### config.mk
export PLATFORM = sky130hd
export DESIGN_NAME = sync_fifo_mem
export DESIGN_NICKNAME = d
export VERILOG_FILES = /design/src/rtl/sync_fifo_mem.sv
export SDC_FILE = /design/constraint.sdc
export NUM_CORES = 2
export LEC_CHECK = 0
export ABC_AREA = 1
export BUFFER_PORTS_ARGS = -buffer_cell sky130_fd_sc_hd__clkbuf_2
export CAP_MARGIN = 20
export CELL_PAD_IN_SITES_DETAIL_PLACEMENT = 1
export CELL_PAD_IN_SITES_GLOBAL_PLACEMENT = 1
export CORE_AREA = 4 4 505 507
export CTS_CLUSTER_SIZE = 28
export DETAILED_ROUTE_END_ITERATION = 8
export DIE_AREA = 0 0 509 511
export PLACE_DENSITY_LB_ADDON = 0.1
export SYNTH_ARGS = -nofsm -noshare
export SYNTH_HDL_FRONTEND = slang
export SYNTH_SLANG_ARGS = --single-unit
### constraint.sdc
create_clock -name clk -period 3.2 [get_ports clk]
set_input_delay 0.32 -clock clk [delete_from_list [all_inputs] [get_ports clk]]
set_output_delay 0.32 -clock clk [all_outputs]
set_load 0.01 [all_outputs]
### src/rtl/sync_fifo_mem.sv
// sync_fifo_mem: single-clock FIFO over an internal DEPTH x DATA_W array.
// Registered read data (one-cycle latency), occupancy count and status
// flags decoded from that count. Define SYNC_FIFO_ERR_EN to add the sticky
// overflow/underflow error ports; without it those ports do not exist.
module sync_fifo_mem #(
  parameter int DATA_W        = 8,
  parameter int ADDR_W        = 8,
  parameter int AFULL_MARGIN  = 4,
  parameter int AEMPTY_MARGIN = 4
) (
  input  logic              clk,
  input  logic              rst_n,
  input  logic              wr_en,
  input  logic [DATA_W-1:0] wr_data,
  input  logic              rd_en,
  output logic [DATA_W-1:0] rd_data,
  output logic              rd_valid,
  output logic              full,
  output logic              empty,
  output logic              almost_full,
  output logic              almost_empty,
`ifdef SYNC_FIFO_ERR_EN
  output logic              overflow,
  output logic              underflow,
`endif
  output logic [ADDR_W:0]   count
);

  localparam int DEPTH = 1 << ADDR_W;

  // Thresholds held at count width so every flag compare is width-matched.
  localparam logic [ADDR_W:0] DEPTH_C = (ADDR_W+1)'(DEPTH);
  localparam logic [ADDR_W:0] AF_THR  = (ADDR_W+1)'(DEPTH - AFULL_MARGIN);
  localparam logic [ADDR_W:0] AE_THR  = (ADDR_W+1)'(AEMPTY_MARGIN);
  localparam logic [ADDR_W:0] CNT_ONE = (ADDR_W+1)'(1);
  localparam logic [ADDR_W-1:0] PTR_ONE = ADDR_W'(1);

  logic [DATA_W-1:0] r_mem [DEPTH];
  logic [ADDR_W-1:0] r_wp;
  logic [ADDR_W-1:0] r_rp;
  logic [ADDR_W:0]   r_count;
  logic [DATA_W-1:0] r_rd_data;
  logic              r_rd_valid;

  logic w_empty;
  logic w_full;
  logic w_rd_acc;
  logic w_wr_acc;

  // Flags come straight off the registered count, so reset forces
  // empty/almost_empty high and full/almost_full low with no clock needed.
  assign w_empty      = (r_count == '0);
  assign w_full       = (r_count == DEPTH_C);
  assign empty        = w_empty;
  assign full         = w_full;
  assign almost_full  = (r_count >= AF_THR);
  assign almost_empty = (r_count <= AE_THR);

  // A full FIFO still takes a write when a read frees a slot in the same
  // cycle; an empty FIFO never bypasses write data to the read side.
  assign w_rd_acc = rd_en && !w_empty;
  assign w_wr_acc = wr_en && (!w_full || w_rd_acc);

  // Storage array: not reset, only written on an accepted write.
  always_ff @(posedge clk) begin
    if (w_wr_acc) r_mem[r_wp] <= wr_data;
  end

  // Write pointer advances only on accepted writes, wrapping modulo DEPTH.
  always_ff @(posedge clk or negedge rst_n) begin
    if (!rst_n)        r_wp <= '0;
    else if (w_wr_acc) r_wp <= r_wp + PTR_ONE;
  end

  // Read pointer and read data: mem[rp] captured at the accepting edge.
  // When full with simultaneous read/write, wp==rp and the non-blocking
  // read returns the old (oldest) word before it is overwritten.
  always_ff @(posedge clk or negedge rst_n) begin
    if (!rst_n) begin
      r_rp      <= '0;
      r_rd_data <= '0;
    end else if (w_rd_acc) begin
      r_rp      <= r_rp + PTR_ONE;
      r_rd_data <= r_mem[r_rp];
    end
  end

  // rd_valid marks the single cycle after each accepted read.
  always_ff @(posedge clk or negedge rst_n) begin
    if (!rst_n) r_rd_valid <= 1'b0;
    else        r_rd_valid <= w_rd_acc;
  end

  // Occupancy: moves only when exactly one side is accepted.
  always_ff @(posedge clk or negedge rst_n) begin
    if (!rst_n) begin
      r_count <= '0;
    end else begin
      case ({w_wr_acc, w_rd_acc})
        2'b10:   r_count <= r_count + CNT_ONE;
        2'b01:   r_count <= r_count - CNT_ONE;
        default: r_count <= r_count;
      endcase
    end
  end

  assign rd_data  = r_rd_data;
  assign rd_valid = r_rd_valid;
  assign count    = r_count;

`ifdef SYNC_FIFO_ERR_EN
  logic r_overflow;
  logic r_underflow;

  // Sticky error flags: a dropped write or a read against an empty FIFO.
  always_ff @(posedge clk or negedge rst_n) begin
    if (!rst_n) begin
      r_overflow  <= 1'b0;
      r_underflow <= 1'b0;
    end else begin
      if (wr_en && !w_wr_acc) r_overflow  <= 1'b1;
      if (rd_en && w_empty)   r_underflow <= 1'b1;
    end
  end

  assign overflow  = r_overflow;
  assign underflow = r_underflow;
`endif

endmodule

# Yosys cells after proc, flatten, opt, wreduce, memory -nomap -nowiden
# Memories as Yosys holds them, arrays and structs flattened. A register that Yosys moved wholly into a read port is not among the register bits.
# Index checks and enable logic that the tools add are counted.
# totals
in_bits	12
register_bits	26
mem_bits_rw	2048
out_inout_bits	22
rom_bits	0
latchBits	0
memories	1
# memory_table
name	depth	word_bits	read_ports	rd_ports_with_merged_regs	write_ports	line_no	text
r_mem	256	8	1	1	1	38	logic [DATA_W-1:0] r_mem [DEPTH];
# op_classes
n_bitwise	0
mul	0
mux	3
eq_ne	3
order_cmp	2
add_sub_neg	4
n_div	0
reduce_logical	8
n_shift	0
# ops
cell	count
$pmux 9 s2	1
$add 8x1->8 const B	2
$add 9x1->9 const B	1
$eq 9x9->1 const B	1
$ge 9x8->1 const B	1
$le 9x3->1 const B	1
$logic_not 9->1	1
$sub 9x1->9 const B	1
$logic_not 1->1	3
$eq 2x1->1 const B	1
$eq 2x2->1 const B	1
$logic_and 1x1->1	2
$mux 1	2
$reduce_bool 2->1	1
$logic_or 1x1->1	1

# Longest topological paths before layout
# depth
word_depth	7
ltp_mapped	21
ltp_nobuf	19

# Least setup slack after synthesis
# Ideal clock, no wire load.
# synth_timing
path_type	register to register
start	register r_count[0], in the netlist count[0]
end	register r_count[7], in the netlist count[7]
stages_incl_launch_ff	18
setup_slack_ns	0.394
arrival_time_ns	2.724
required_ns	3.118
setup_time_ns	0.082
path_cell_list	dfrtp_1 -> or2_1 -> nor4_1 -> nand2_1 -> nand2_1 -> inv_1 -> nand2_1 -> inv_1 -> ha_1 -> a21oi_1 -> nand2_1 -> nand2_1 -> nand2_1 -> a21oi_1 -> nor2_1 -> o21ai_0 -> nand3_1 -> a31oi_1
# synth_via
elab_chain_cells	7
# synth_rtl
item	line_no	text
start: declaration	41	logic [ADDR_W:0] r_count;
start signal: assignment	100	2'b10: r_count <= r_count + CNT_ONE;
start signal: assignment	101	2'b01: r_count <= r_count - CNT_ONE;
start signal: assignment	102	default: r_count <= r_count;
parallel branches: the longest is 7 deep, another holds $sub 9x1->9	n/a	
# Several ways; the timed one is not identified.
# A chain may end at the register's enable or synchronous reset.

==> results.sh <==
export IMPL_status="complete, no violations"
export IMPL_fmax_ghz=0.323
export IMPL_finalHoldViolCount=0
export IMPL_critPathLaunchType="flop"
export IMPL_vias=58500
export IMPL_ys_seq_area_share_pct=71.5
export IMPL_netlist_area_mm2=0.0872
export IMPL_io_buffers=33
export IMPL_synth_area_leaders="edfxtp_1 70%, nand2_1 8.8%, nor2_1 5.7%"
export IMPL_root_buffer="clkbuf_16"
export IMPL_grt_pass1_vias=60500
export IMPL_maxSlewHeadroom_pct=29.6
export IMPL_min_period_ns=3.10
export IMPL_routed_via_density=5.04
export IMPL_seq_power_share_pct=34.1
export IMPL_dp_slack_ns=-0.00482
export IMPL_grt_setup_unrepaired="true"
export IMPL_drt_iter0_drc=4736
export IMPL_antenna_found_initial=20
export IMPL_grt_usage_pct=22.3
export IMPL_crit_required_ns=3.97
export IMPL_critPathMaxFanout=34
export IMPL_cts_tree="yes"
export IMPL_routedWlPerCell_um=25.3
export IMPL_min_from="wr_data[1]"
export IMPL_cpPeakStageDelay_ns=0.54
export IMPL_swShare_pct=39.8
export IMPL_fin_crit_sh_pct=96.8
export IMPL_multiInputGateArea_mm2=0.0209
export IMPL_worst_path_max_delay_cell="dfrtp_4"
export IMPL_vdd_drop_max_v=0.000794
export IMPL_htree_levels=4
export IMPL_place_inst=11200
export IMPL_clock_sinks=2082
export IMPL_syn_nets=7920
export IMPL_globalplace_congestion=0.827
export IMPL_drive_gt1_share_pct=9.64
export IMPL_crit_arrival_ns=3.87
export IMPL_cp_cell_sequence="buf_4, buf_4, buf_4, nand2_1, nand2_1, nand3_1, nand3_1, nand2_1, nand3_1, nand3_1, nand3_1, nand2_1, nand2_1, nand2_1"
export IMPL_synthArstFlopShare_pct=1.63
export IMPL_end_kind="flop"
export IMPL_postRouteAntennaNets=0
export IMPL_comb_power_share_pct=37.7
export IMPL_fillers=27200
export IMPL_dr_pass1_iters=5
export IMPL_post_synth_top_count_cell="edfxtp_1"
export IMPL_syn_inst=7895
export IMPL_start_util_pct=34.8
export IMPL_synth_avg_cell_area_um2=11.1
export IMPL_setup_ws_ns=0.101
export IMPL_final_cell_count_no_fill=11600
export IMPL_critPathKind="flop to flop"
export IMPL_numCtsBuffers=226
export IMPL_drc=0
export IMPL_grt_start_max_net_pins=99
export IMPL_cap_violations=0
export IMPL_p_per_area_mw_per_mm2=897
export IMPL_startpoint="r_rp[0]"
export IMPL_synth_seq_cells=2082
export IMPL_syn_to_final_growth_pct=15.7
export IMPL_placementRows=184
export IMPL_ys_flop_type="edfxtp_1"
export IMPL_rr_startpoint="r_rp[0]"
export IMPL_synth_commonest_cells="2048 x edfxtp_1, 2041 x nand2_1, 1321 x nor2_1, 607 x nand3_1, 553 x o21ai_0"
export IMPL_clock_latency_ns=0.88
export IMPL_finalMaxSlewViolations=0
export IMPL_nets=8085
export IMPL_switchingPower_mw=36.1
export IMPL_drt_total_wl_mm=294
export IMPL_clk_pin_slew_ns=0.06
export IMPL_dieHeight_um=511
export IMPL_yosysWarnings=0
export IMPL_cts_max_path_buffers=3
export IMPL_grt_overflow_total=0
export IMPL_core_mm2=0.250
export IMPL_p_int_mw=54.5
export IMPL_ioPinCount=34
export IMPL_die_width_um=509
export IMPL_synth_top_area_share_pct=70.5
export IMPL_synth_distinct_cells=38
export IMPL_synth_edf_count=2048
export IMPL_tightestPinTransition_ns=1.06
export IMPL_clock_skew_ns=0.0434
export IMPL_timing_critical_path_mode_cell="nand2_1"
export IMPL_grt_pass1_wl_mm=428
export IMPL_dpl_hpwl_mm=181
export IMPL_hold_class="primary input to flop"
export IMPL_die_area_mm2=0.260
export IMPL_seq_area_mm2=0.0624
export IMPL_p_clk_share_pct=28.2
export IMPL_setup_violations=0
export IMPL_synth_top_cell_by_area="edfxtp_1"
export IMPL_power_leakage_nw=37.0
-- power groups by stage --
| stage | logic [mW] | registers (mW) | clock network [mW] |
|---|---|---|---|
| after CTS | 34.4 | 30.9 | 26.1 |
| final | 34.2 | 30.9 | 25.5 |
| after floorplan | 19.0 | 31.2 | 0 |
| after global placement | 34.1 | 31.4 | 0 |
| after detailed placement | 34.3 | 31.4 | 0 |
| after global routing | 37.4 | 30.9 | 27.3 |
-- per-layer routing --
layer	share of wire, %	GRT usage, %	vias up
met2	48	37.1	1171
met5	0.0044	0	-
li1	-	-	27100
met4	1.8	4.69	2
met3	4.6	2.99	301
met1	45	31.2	29900
-- worst paths after layout --
check	to	slack, ns	cells after the start
worst min-delay path	r_mem[26][1]	0.04	1
worst max register to register	rd_data[6]	0.10	14
min in group asynchronous	count[0]	0.08	2
worst max-delay path	rd_data[6]	0.10	14
max in group asynchronous	r_rp[4]	2.27	3
worst min register to register	rd_data[7]	0.51	2
-- repair_timing --
item / 4_1_cts / 5_1_grt
setup buffers: 0 / 2
hold buffers: 10 / 0
pin swaps: 0 / 0
gates cloned: 0 / 1
setup endpoints to repair: 46 / 350
hold endpoints to repair: 235 / 0
gates resized for setup: 6 / 56
-- stage by stage --
stage               util (%)  area [µm²]  total power, mW  hold slack (ns)  setup TNS (ns)
finish                  40.3      101000             90.5           0.0442               0
global route            40.3      101000             95.5           0.0256          -0.879
CTS                     40.2      101000             91.4         0.000329               0
detailed placement      37.3       93500             65.7            0.480         -0.0830
global placement        37.3       93400             65.6            0.460           -1.50
floorplan                  -       87200             50.2           0.0244               0
-- final cells by class --
type	count	share of cell area, %
Timing Repair Buffer	404	4.40
Antenna cell	7	0.0174
Clock inverter	134	1.14
Clock buffer	288	5.91
Inverter	475	1.82
Tap cell	3348	4.15
Multi-Input combinational cell	4870	20.8
Timing Repair inverter	1	0.0112
Sequential cell	2082	61.8
-- cells in the final DEF, fill, tap and decap left out, types with 6 or more instances in the layout --
master,n
a21oi_1,99
a31oi_1,9
and3_1,6
buf_12,106
buf_4,247
buf_6,6
buf_8,8
bufinv_16,15
clkbuf_1,58
clkbuf_16,229
clkbuf_2,25
clkinv_1,62
clkinv_2,48
dfrtp_1,30
diode_2,7
dlygate4sd3_1,10
edfxtp_1,2048
ha_1,12
inv_1,459
inv_2,6
nand2_1,2040
nand3_1,604
nand4_1,7
nand4_4,7
nor2_1,1264
nor2_2,56
o211ai_1,101
o21ai_0,553
o21ai_1,64
or2_2,7
xor2_1,16
-- critical path: cells and delay by family (launching register included) --
family,cells,cell delay [ns]
flops,1,0.54
simple gates,11,1.52
buf+inv,3,0.92
-- cell families (layout without fill, tap and decap cells) --
family	Yosys count	in the layout	share of synthesized area, %
xor gates and xnor gates	18	18	0.181
DFF	2082	2082	71.5
and+or+nand+nor	4008	4008	18.3
other	0	7	0
adders and majority gates	13	13	0.195
AOI/OAI and AO/OA	831	831	5.08
buffers and inverters	943	1302	4.80
-- sequential cells by signal, indices dropped and copies added, names as in the netlist --
signal	cells
r_wp	8
r_rp	8
count	9
rd_data	8
r_mem	2048
rd_valid	1
No activity file was read; power rests on OpenSTA's default activity.
